## config.mk

```make
export PLATFORM = sky130hd
export DESIGN_NAME = pe_nic
export DESIGN_NICKNAME = d
export VERILOG_FILES = /design/src/rtl/pe_nic.sv
export SDC_FILE = /design/constraint.sdc
export NUM_CORES = 1
export LEC_CHECK = 0
export BUFFER_PORTS_ARGS = -buffer_cell sky130_fd_sc_hd__buf_2
export CORE_ASPECT_RATIO = 0.75
export CORE_MARGIN = 3
export CORE_UTILIZATION = 56
export DETAILED_ROUTE_END_ITERATION = 8
export PLACE_DENSITY = 0.73
export REMOVE_ABC_BUFFERS = 1
export SYNTH_ARGS = -nofsm -noshare
export SYNTH_HDL_FRONTEND = slang
export SYNTH_SLANG_ARGS = --single-unit
```

## constraint.sdc

```tcl
create_clock -name clk -period 5.7 [get_ports clk]
set_input_delay 0.57 -clock clk [delete_from_list [all_inputs] [get_ports clk]]
set_output_delay 0.57 -clock clk [all_outputs]
set_load 0.02 [all_outputs]
```

## src/rtl/pe_nic.sv

```systemverilog
// Network interface between a processing element and one mesh router PE port.
// TX FIFO injects into the router honouring VC polarity; RX FIFO buffers ejected packets for PE reads.
module pe_nic #(
  parameter int DATA_W   = 64,
  parameter int TX_DEPTH = 4,
  parameter int RX_DEPTH = 4
) (
  input  logic              clk,
  input  logic              reset,
  input  logic              nic_en,
  input  logic              nic_wr_en,
  input  logic [1:0]        addr,
  input  logic [DATA_W-1:0] nic_di,
  output logic [DATA_W-1:0] nic_do,
  input  logic              net_polarity,
  input  logic              net_ri,
  output logic              net_so,
  output logic [DATA_W-1:0] net_do,
  input  logic              net_si,
  input  logic [DATA_W-1:0] net_di,
  output logic              net_ro
);

  localparam int TXA  = $clog2(TX_DEPTH);
  localparam int RXA  = $clog2(RX_DEPTH);
  localparam int TXCW = TXA + 1;
  localparam int RXCW = RXA + 1;

  localparam logic [1:0] ADDR_RX_DATA = 2'b00;
  localparam logic [1:0] ADDR_RX_STAT = 2'b01;
  localparam logic [1:0] ADDR_TX_DATA = 2'b10;
  localparam logic [1:0] ADDR_TX_STAT = 2'b11;

  logic [DATA_W-1:0] tx_mem_q [TX_DEPTH];
  logic [TXA-1:0]    tx_wr_q, tx_wr_d, tx_rd_q, tx_rd_d;
  logic [TXCW-1:0]   tx_cnt_q, tx_cnt_d;

  logic [DATA_W-1:0] rx_mem_q [RX_DEPTH];
  logic [RXA-1:0]    rx_wr_q, rx_wr_d, rx_rd_q, rx_rd_d;
  logic [RXCW-1:0]   rx_cnt_q, rx_cnt_d;
  logic              rx_ovf_q, rx_ovf_d;

  logic              net_so_q, net_so_d;
  logic [DATA_W-1:0] net_do_q, net_do_d;
  logic [DATA_W-1:0] nic_do_q, nic_do_d;

  logic              txFull, txEmpty, txPush, txPop;
  logic              rxFull, rxEmpty, rxPush, rxPop, peRead;
  logic [DATA_W-1:0] txHead, rxHead, txStatus, rxStatus;

  assign txFull  = (tx_cnt_q == TXCW'(TX_DEPTH));
  assign txEmpty = (tx_cnt_q == '0);
  assign rxFull  = (rx_cnt_q == RXCW'(RX_DEPTH));
  assign rxEmpty = (rx_cnt_q == '0);
  assign txHead  = tx_mem_q[tx_rd_q];
  assign rxHead  = rx_mem_q[rx_rd_q];

  assign txPush = nic_en & nic_wr_en & (addr == ADDR_TX_DATA) & ~txFull;
  // The head may only leave on a matching VC; a mismatch stalls the whole queue.
  assign txPop  = ~txEmpty & net_ri & (txHead[DATA_W-1] == net_polarity);

  assign peRead = nic_en & ~nic_wr_en;
  assign rxPush = net_si & ~rxFull;
  assign rxPop  = peRead & (addr == ADDR_RX_DATA) & ~rxEmpty;

  assign net_ro = ~rxFull;
  assign net_so = net_so_q;
  assign net_do = net_do_q;
  assign nic_do = nic_do_q;

  always_comb begin
    txStatus      = '0;
    txStatus[9:2] = 8'(tx_cnt_q);
    txStatus[1]   = txEmpty;
    txStatus[0]   = txFull;
    rxStatus             = '0;
    rxStatus[DATA_W-1]   = rx_ovf_q;
    rxStatus[9:2]        = 8'(rx_cnt_q);
    rxStatus[1]          = rxEmpty;
    rxStatus[0]          = rxFull;
  end

  always_comb begin
    tx_wr_d  = tx_wr_q;
    tx_rd_d  = tx_rd_q;
    tx_cnt_d = tx_cnt_q;
    net_so_d = txPop;
    net_do_d = net_do_q;
    if (txPush) tx_wr_d = tx_wr_q + 1'b1;
    if (txPop) begin
      tx_rd_d  = tx_rd_q + 1'b1;
      net_do_d = txHead;
    end
    if (txPush && !txPop) tx_cnt_d = tx_cnt_q + 1'b1;
    else if (!txPush && txPop) tx_cnt_d = tx_cnt_q - 1'b1;
  end

  always_comb begin
    rx_wr_d  = rx_wr_q;
    rx_rd_d  = rx_rd_q;
    rx_cnt_d = rx_cnt_q;
    rx_ovf_d = rx_ovf_q;
    nic_do_d = nic_do_q;
    if (rxPush) rx_wr_d = rx_wr_q + 1'b1;
    if (rxPop) rx_rd_d = rx_rd_q + 1'b1;
    if (rxPush && !rxPop) rx_cnt_d = rx_cnt_q + 1'b1;
    else if (!rxPush && rxPop) rx_cnt_d = rx_cnt_q - 1'b1;
    // A new protocol error outranks a simultaneous clear so it is never lost.
    if (net_si && rxFull) rx_ovf_d = 1'b1;
    else if (nic_en && nic_wr_en && addr == ADDR_RX_STAT && nic_di[0]) rx_ovf_d = 1'b0;
    if (peRead) begin
      case (addr)
        ADDR_RX_DATA: nic_do_d = rxEmpty ? '0 : rxHead;
        ADDR_RX_STAT: nic_do_d = rxStatus;
        ADDR_TX_DATA: nic_do_d = '0;
        ADDR_TX_STAT: nic_do_d = txStatus;
        default:      nic_do_d = '0;
      endcase
    end
  end

  always_ff @(posedge clk) begin
    if (txPush) tx_mem_q[tx_wr_q] <= nic_di;
    if (rxPush) rx_mem_q[rx_wr_q] <= net_di;
  end

  always_ff @(posedge clk) begin
    if (reset) begin
      tx_wr_q  <= '0;
      tx_rd_q  <= '0;
      tx_cnt_q <= '0;
      rx_wr_q  <= '0;
      rx_rd_q  <= '0;
      rx_cnt_q <= '0;
      rx_ovf_q <= 1'b0;
      net_so_q <= 1'b0;
      net_do_q <= '0;
      nic_do_q <= '0;
    end else begin
      tx_wr_q  <= tx_wr_d;
      tx_rd_q  <= tx_rd_d;
      tx_cnt_q <= tx_cnt_d;
      rx_wr_q  <= rx_wr_d;
      rx_rd_q  <= rx_rd_d;
      rx_cnt_q <= rx_cnt_d;
      rx_ovf_q <= rx_ovf_d;
      net_so_q <= net_so_d;
      net_do_q <= net_do_d;
      nic_do_q <= nic_do_d;
    end
  end

endmodule
```

==> impl_results.md, run 1 <==
* Post-synthesis async set-or-reset flop share at 0
* Slew @ Worst Pin at 0.985 ns
* Most frequent cells after synthesis: edfxtp_1 (512), dfxtp_1 (148), mux4_2 (128)
* Top Metal Used: met5
* Post-detail-place hpwl at 29100 um
* Final Setup Violations at 0
* H-Tree Depth at 2
* Number of clock sinks at 660
* Total negative slack at 0 ns
* Slew HR at 0.343
* Die X-Extent at 245 um
* Largest net degree at the start of global routing at 77
* Post_cts resized at 0
* Detailed-routed wire length on met2 at 25600 um
* Post-CTS setup buffers at 0
* First-pass GRT wire length at 76700 um
* Critical path fanouts, max at 22
* Final net count at 1707
* Die height at 185 um
* Maximum vdd drop at 0.276 mV
* Starting Density at 0.569
* Final Max Tran Viols at 0
* Power per cell area at 376 nW/um2
* Worst-case clock buffer depth at 3
* Mapped Area at 24000 um2
* Post-route ant nets at 0
* Seq/Total Area, Yosys at 0.763
* CTS clock-pin slew for the worst setup and hold paths at 0.07 ns
* Routed vias/inst at 5.91
* Die Area at 45400 um2
* RSZ-0062 raised after global routing: no
* Hold worst-path end: tx_mem_q[3][3]
* Lkg Pwr at 0.00945 uW
* Arr. time, crit path at 3.45 ns
* Vias at 12.9k
* Final WS setup at 2.75 ns
* Synth top area share at 0.640
* Routed wl met3 at 2890 um
* Hold_buf cts at 0
* Top cells by area, synth: edfxtp_1 (64%), dfxtp_1 (12%), mux4_2 (12%)
* Status: finished clean
* Area delta synth->final at 16.2%
* Initial antenna violation count at 11
* Number of global-route vias before repair at 13.1k
* RR Endpoint: tx_cnt_q[2]
* HP Class: in2reg
* Clk Latency, worst-skew pair at 0.59 ns
* Flop2flop setup slack at 2.75 ns
* Crit end category: flip-flop
* Final hold vios at 0
* Crit start category: flip-flop
* Period minus WS final at 2.95 ns
* CTS tree: built
* MaxCap Viol Count at 0
* IO Pins at 267
* Synth Warn # at 0
* Syn avg cell area at 18.5 um2
* Worst Path Class, Setup: reg2reg
* WHS Path Cells at 1
* Hold wc startpoint: nic_di[3]
* Remaining Overflow, GRT at 0
* Std-Cell Rows at 65
* Area leader, netlist: edfxtp_1
* Routability congestion estimate at 0.774
* Core area at 42200 um2
* # DRC at 0
* Top-count cell post-synth: edfxtp_1
* Post-synthesis register bit count at 660
* Post-synth EDFFs at 512
* Num CTS Buffers at 59
* DP Worst Slack at 2.65 ns
* WL per Instance at 23.3 um
* Worst clock skew at 0.0181 ns
* Drt pass-1 iters at 5
* Met1 wire length at 20800 um
* Cell count after synthesis at 1301
* Synth Flop Type: edfxtp_1
* CP required at 6.20 ns
* DRC violation total after the first TritonRoute iteration at 863
* DRT Wirelength at 50900 um
* Netlist cell types at 39
* Port Buffer Count at 266
* Fmax at 339 MHz
* Total GRT Usage at 0.222
* R2r worst-path depth at 9
* Clk root buf: clkbuf_16
* Part of the cycle the worst path needs at 0.518
* Layout cells sized above 1 at 0.328
[worst max-delay path, stage by stage (launching register included)]
cell	delay [ns]
dfxtp_4	0.63
mux4_2	0.67
xnor2_2	0.18
nand2_1	0.11
ha_1	0.20
inv_1	0.06
fa_1	0.38
xor2_1	0.17
or3_1	0.31
a21oi_1	0.14
[routing by layer]
metal,up-vias,GRT usage
met4,8,0.0753
met2,367,0.374
li1,5706,-
met3,107,0.0405
met5,-,0
met1,6742,0.297
[area by class of cell]
| type | count | area (um2) |
|---|---|---|
| Antenna cell | 9 | 22.5 |
| Clock buffer | 87 | 1700 |
| Clock inverter | 25 | 294 |
| Fill cell | 2867 | 14300 |
| Inverter | 9 | 33.8 |
| Multi-Input combinational cell | 543 | 5330 |
| Sequential cell | 660 | 18300 |
| Tap cell | 569 | 712 |
| Timing Repair Buffer | 285 | 1480 |
[cells by family (layout without fill, tap and decap cells)]
group | count (synthesis) | count (layout) | synth area share
fa+ha+maj | 12 | 12 | 0.00687
mux | 135 | 135 | 0.123
flops | 660 | 660 | 0.763
other cells | 0 | 9 | 0
xor+xnor | 9 | 9 | 0.00328
compound gates | 207 | 207 | 0.0506
buf+inv | 98 | 406 | 0.0175
simple gates | 180 | 180 | 0.0353
[worst max-delay path by stage]
stage,start,end,depth (start not counted)
final,flip-flop,tx_cnt_q[2],9
after global routing,rx_cnt_q[0],rx_mem_q[1][46],4
after CTS,flip-flop,tx_cnt_q[2],9
after detailed placement,addr[0],tx_mem_q[1][22],5
after global placement,net_si,rx_mem_q[3][34],4
after floorplan,flip-flop,tx_cnt_q[2],9
[layout by cell type, fill, tap and decap left out, types with 9 or more instances in the layout]
cell	count
mux4_2	128
clkbuf_8	10
nor2_1	76
ha_1	10
edfxtp_1	512
inv_1	9
clkbuf_16	60
dfxtp_1	144
buf_4	20
diode_2	9
buf_2	265
a21oi_1	70
clkbuf_1	17
nand3_1	66
o21ai_0	69
a22oi_1	58
clkinv_2	11
[registers in the layout, indices dropped and copies added, names as in the netlist, named ones only]
signal and flops:
rx_mem_q 256, rx_cnt_q 3, tx_rd_q 2, rx_ovf_q 1, net_do 64, tx_mem_q 256, rx_rd_q 2, net_so 1
rx_wr_q 2, tx_wr_q 2, tx_cnt_q 3, nic_do 64
[metrics by stage]
step	hold slack, ns	utilization	instances	cell area [um2]	power (uW)
finish	0.196	0.661	2187	27900	10500
global route	0.162	0.661	2185	27900	10900
CTS	0.158	0.661	2178	27900	10600
detailed placement	0.466	0.614	2066	25900	6580
global placement	0.458	0.614	2066	25900	6540
floorplan	0.448	-	1212	23600	6210
[power breakdown]
| group | internal, uW | leakage (uW) | switching (uW) |
|---|---|---|---|
| clock | 2340 | 0.000976 | 1680 |
| sequential | 5460 | 0.00585 | 109 |
| combinational | 336 | 0.00263 | 567 |
| total | 8140 | 0.00945 | 2350 |
(Power assumes the default switching activity.)
==> run 2, diff against run 1 <==
--- a/config.mk
+++ b/config.mk
@@ -5,6 +5,7 @@
 export SDC_FILE = /design/constraint.sdc
 export NUM_CORES = 1
 export LEC_CHECK = 0
+export ABC_AREA = 1
 export BUFFER_PORTS_ARGS = -buffer_cell sky130_fd_sc_hd__buf_2
 export CORE_ASPECT_RATIO = 0.75
 export CORE_MARGIN = 3
==> constraint.sdc (replaced) <==
create_clock -name clk -period 2.89 [get_ports clk]
set_input_delay 0.289 -clock clk [delete_from_list [all_inputs] [get_ports clk]]
set_output_delay 0.289 -clock clk [all_outputs]
set_load 0.02 [all_outputs]
==> impl_results.md, run 2 <==
* Status: finished clean
* Final Max Tran Viols at 0
* Gate power share at 0.111
* Slew @ Worst Pin at 0.865 ns
* Port Buffer Count at 266
* Area delta synth->final at 21.2%
* Period minus WS final at 2.29 ns
* Area post-placement at 26700 um2
* Post_cts resized at 0
* R2r worst-path depth at 9
* Die height at 188 um
* Routability congestion estimate at 0.776
* Top-count cell post-synth: edfxtp_1
* Crit start category: flip-flop
* Post-Synth XOR/XNOR Area at 0.000710
* Die Area at 46600 um2
* Synth Warn # at 0
* Post-detail-place hpwl at 30400 um
* CP required at 3.36 ns
* Lkg Pwr at 0.0113 uW
* Critical R2R Launch: rx_cnt_q[0]
* CTS tree: built
* Fmax at 436 MHz
* Post-synth EDFFs at 512
* Area leader, netlist: edfxtp_1
* Core area at 42800 um2
* Number of global-route vias before repair at 16.8k
* Design Area, Final at 29900 um2
* Maximum vdd drop at 0.488 mV
* Post-synthesis simple-gate area fraction at 0.107
* RR Endpoint: rx_cnt_q[1]
* Part of the cycle the worst path needs at 0.793
* Flop2flop setup slack at 0.60 ns
* Post-synthesis register bit count at 660
* Number of clock sinks at 660
* Net Sw Power at 5030 uW
* Post-synthesis mux area share at 0
* MaxCap Viol Count at 0
* Hold_buf cts at 129
* First-pass GRT wire length at 89400 um
* Clk Latency, worst-skew pair at 0.59 ns
* P_int at 16000 uW
* Worst Path Class, Setup: reg2reg
* Largest family of logic cells by synthesized area: simple AND/OR/NAND/NOR gates
* RSZ-0062 raised after global routing: no
* CTS clock-pin slew for the worst setup and hold paths at 0.06 ns
* Switching Fraction at 0.239
* Remaining Overflow, GRT at 0
* Syn avg cell area at 11.9 um2
* Slew HR at 0.424
* Post-synthesis async set-or-reset flop share at 0
* Std-Cell Rows at 65
* DP Worst Slack at 0.648 ns
* Vias at 16.8k
* Arr. time, crit path at 2.76 ns
* Drt pass-1 iters at 5
* Worst-case clock buffer depth at 3
* Post-route ant nets at 0
* Clk pwr share at 0.371
* Finished Core Util at 0.699
* Critical path fanouts, max at 9
* Final net count at 2589
* Most frequent cells after synthesis: edfxtp_1 (512), nor2_1 (409), nand2_1 (276)
* Top cells by area, synth: edfxtp_1 (62%), dfxtp_1 (12%), nor2_1 (6.2%)
* IO Pins at 267
* Final WS setup at 0.597 ns
* Layout cells sized above 1 at 0.163
* Synth Flop Type: edfxtp_1
* Clk root buf: clkbuf_16
* Compound-Gate Fraction of Synth Area at 0.105
* Post-CTS setup buffers at 0
* # DRC at 0
* Starting Density at 0.577
* Most frequent cells in the layout: edfxtp_1 (512), nor2_1 (401), nand2_1 (276), o21ai_0 (275), buf_2 (266)
* Worst clock skew at 0.0155 ns
* Final Setup Violations at 0
* Final hold vios at 0
* Commonest non-fill, non-tap cell in the layout: edfxtp_1
* Power per cell area at 702 nW/um2
* Sequential share of power at 0.518
* CP Launch Point: rx_cnt_q[0]
* Cell count after synthesis at 2077
* Netlist cell types at 26
* Crit end category: flip-flop
* Setup crit end: rx_cnt_q[1]
* Synth top area share at 0.623
* Initial antenna violation count at 3
* Largest net degree at the start of global routing at 133
* Top Registers: rx_mem_q x256, tx_mem_q x256
* Adder-cell share of the synthesized area at 0.00670
* Routed vias/inst at 5.50
* DRC violation total after the first TritonRoute iteration at 1692
* Die X-Extent at 248 um
* WL per Instance at 18.5 um
* DRT Wirelength at 56800 um
* Total GRT Usage at 0.242
* H-Tree Depth at 2
* Num CTS Buffers at 59
* HP Class: in2reg
* Mapped Area at 24700 um2
* Seq/Total Area, Yosys at 0.743
==> run 2: changes by cell type in the layout (fill, tap and decap cells not counted), sizes merged, moves of 90 or more <==
| cell | change |
|---|---|
| mux4 | -128 |
| nand2 | +271 |
| inv | +90 |
| dlygate4sd3 | +129 |
| o21ai | +206 |
| nor2 | +334 |
| o22ai | +127 |
==> run 2: through the flow <==
step / cells / hold slack, ns / setup TNS, ns / total power [uW]
after floorplan: 1953 / 0.358 / -910.82 / 12400
after global placement: 2819 / 0.439 / 0 / 13200
after detailed placement: 2819 / 0.442 / 0 / 13200
after CTS: 3059 / 0.0345 / 0 / 21100
after global routing: 3059 / 0.0816 / 0 / 21800
final: 3060 / 0.0563 / 0 / 21000
==> run 2: worst min path at each step <==
stage / start / endpoint / slack [ns] / depth (start not counted)
2_1_floorplan: reset / nic_do[10] / 0.36 / 1
3_3_place_gp: net_do[63] / net_do[63] / 0.44 / 2
3_5_place_dp: net_do[63] / net_do[63] / 0.44 / 2
4_1_cts: addr[1] / nic_do[3] / 0.03 / 3
5_1_grt: addr[1] / nic_do[3] / 0.08 / 3
6_report: addr[1] / nic_do[3] / 0.06 / 3
==> run 2: routing by layer <==
metal	routed length, um	GRT usage	part of all wire	vias up
met3	3770	0.0367	0.066	103
met4	1170	0.0676	0.021	6
met5	34	0	0.00060	-
met2	28100	0.403	0.49	558
li1	-	-	-	7970
met1	23700	0.334	0.42	8186
==> run 2: final cells by class <==
class	instances	area (um2)
Fill cell	2907	12900
Clock inverter	30	314
Tap cell	569	712
Sequential cell	660	18300
Timing Repair Buffer	426	3040
Multi-Input combinational cell	1193	5470
Inverter	100	378
Clock buffer	81	1630
Antenna cell	1	2.50
==> run 2: kinds of logic after synthesis <==
kind of cell    count (synthesis)
buf+inv                       224
xor+xnor                        2
simple gates                  696
compound gates                483
fa+ha+maj                      12
flops                         660
==> run 2: power groups by stage <==
stage	registers (uW)	logic, uW	clock network, uW
2_1_floorplan	11300	1060	0
3_3_place_gp	11100	2100	0
3_5_place_dp	11100	2160	0
4_1_cts	10900	2320	7910
5_1_grt	10900	2590	8320
6_report	10900	2330	7790
==> run 2: worst max-delay path, cell delays in order (launching register included) <==
cell	delay, ns
dfxtp_1	0.37
nor2_1	0.19
nand2_1	0.12
nand2_1	0.44
inv_1	0.10
ha_1	0.21
inv_1	0.10
fa_1	0.43
o21ai_0	0.17
a21oi_1	0.06
==> run 3, diff against run 2 <==
==> constraint.sdc (replaced) <==
create_clock -name clk -period 2.2 [get_ports clk]
set_input_delay 0.22 -clock clk [delete_from_list [all_inputs] [get_ports clk]]
set_output_delay 0.22 -clock clk [all_outputs]
set_load 0.02 [all_outputs]
==> impl_results.md, run 3 (same netlist as run 2, synthesis figures left out) <==
* Crit start category: input pin
* Switching Fraction at 0.238
* Crit end category: flip-flop
* Number of global-route vias before repair at 16.5k
* Total negative slack at 0 ns
* Fmax at 493 MHz
* Sequential share of power at 0.519
* Post-route ant nets at 0
* Remaining Overflow, GRT at 0
* Period minus WS final at 2.03 ns
* Port Buffer Count at 266
* Post-detail-place hpwl at 30600 um
* Initial antenna violation count at 5
* Fill cells at 2904
* Gate power share at 0.112
* Core area at 42800 um2
* Clk pwr share at 0.369
* Die X-Extent at 248 um
* Num CTS Buffers at 58
* Most frequent cells in the layout: edfxtp_1 (512), nor2_1 (401), nand2_1 (276), o21ai_0 (275), buf_2 (266)
* Final hold vios at 0
* Top Registers: rx_mem_q x256, tx_mem_q x256
* Status: finished clean
* Final Setup Violations at 0
* Routability congestion estimate at 0.800
* Hold wc startpoint: net_polarity
* Net Sw Power at 6550 uW
* CP required at 2.72 ns
* Worst Path Class, Setup: in2reg
* Number of clock sinks at 660
* H-Tree Depth at 2
* Hold worst-path end: net_do[63]
* # DRC at 0
* Final net count at 2600
* RR Endpoint: rx_cnt_q[2]
* MaxCap Viol Count at 0
* Largest net degree at the start of global routing at 129
* Arr. time, crit path at 2.54 ns
* Layout cells sized above 1 at 0.166
* Die height at 188 um
* CTS clock-pin slew for the worst setup and hold paths at 0.07 ns
* Commonest non-fill, non-tap cell in the layout: edfxtp_1
* RSZ-0062 raised after global routing: no
* Starting Density at 0.577
* Die Area at 46600 um2
* Final Max Tran Viols at 0
* Power per cell area at 915 nW/um2
* Std-Cell Rows at 65
* HP Class: in2reg
* DRC violation total after the first TritonRoute iteration at 1324
* Slew @ Worst Pin at 0.743 ns
* Drt pass-1 iters at 5
* Routed vias/inst at 5.49
* Lkg Pwr at 0.0114 uW
* WHS Path Cells at 5
* DRT Wirelength at 56300 um
* P_int at 21000 uW
* Flop2flop setup slack at 0.18 ns
* Critical R2R Launch: rx_cnt_q[0]
* Clk Latency, worst-skew pair at 0.58 ns
* First-pass GRT wire length at 88500 um
* CTS tree: built
* Total GRT Usage at 0.239
* Worst clock skew at 0.0120 ns
* Slew HR at 0.504
* Area delta synth->final at 21.9%
* R2r worst-path depth at 13
* Post-CTS setup buffers at 0
* IO Pins at 267
* Part of the cycle the worst path needs at 0.921
* WHS at 0.0745 ns
* Maximum vdd drop at 0.733 mV
* Vias at 16.9k
* Worst-case clock buffer depth at 3
* WL per Instance at 18.3 um
* Critical path fanouts, max at 5
* Clk root buf: clkbuf_16
## run 3: power by group through the flow
stage / Combinational, uW / Clock [uW] / Sequential, uW
after floorplan: 1390 / 0 / 14900
after global placement: 2770 / 0 / 14500
after detailed placement: 2860 / 0 / 14600
after CTS: 3080 / 10400 / 14300
after global routing: 3420 / 10800 / 14300
final: 3070 / 10200 / 14300
## run 3: worst max path at each step
stage / startpoint / endpoint / cells after the start
after CTS: tx_cnt_q[0] / tx_cnt_q[2] / 11
after global routing: flip-flop / tx_cnt_q[2] / 14
after detailed placement: addr[1] / tx_cnt_q[2] / 12
after global placement: addr[1] / tx_cnt_q[2] / 12
final: addr[1] / tx_cnt_q[2] / 13
after floorplan: flip-flop / tx_cnt_q[1] / 10
## run 3: metal layers
metal	GRT usage	vias up	share of wire
met5	0	-	0.00071
met3	0.0433	115	0.068
li1	-	8005	-
met2	0.394	522	0.49
met1	0.328	8210	0.42
met4	0.0685	6	0.023
## run 3: repair_timing
action | 4_1_cts | 5_1_grt
setup endpoints to repair | 0 | 1
hold buffers | 131 | 0
gates resized for setup | 0 | 1
endpoints found under the hold margin | 514 | 0
## run 3: worst max-delay path, stage by stage
cell and delay [ns]:
dlygate4sd3_1 0.52, buf_2 0.13, inv_1 0.06, nor3_1 0.26, and2_1 0.30, ha_1 0.18, inv_1 0.06, fa_1 0.38
nor2_1 0.11, nor2_1 0.05, nand2_1 0.07, o21ai_0 0.08, a21oi_1 0.13
## run 3: area by class of cell
class	count	area (um2)	area share
sequential	660	18300	0.610
multi-input combinational	1193	5470	0.182
clock buffer	86	1720	0.0572
tap	569	712	0.0237
clock inverter	22	215	0.00716
inverter	100	378	0.0126
antenna	4	10.0	0.000333
timing repair buffer	438	3210	0.107
## run 3: stage by stage
step           std cells  utilization  setup slack [ns]  total power, uW  area, um2
4_1_cts             3068        0.703             0.190            27700      30100
6_report            3072        0.703             0.173            27500      30100
3_3_place_gp        2829        0.627            0.0815            17300      26800
2_1_floorplan       1953            -             -4.40            16300      24100
5_1_grt             3070        0.703            0.0167            28600      30100
3_5_place_dp        2829        0.627             0.109            17400      26800
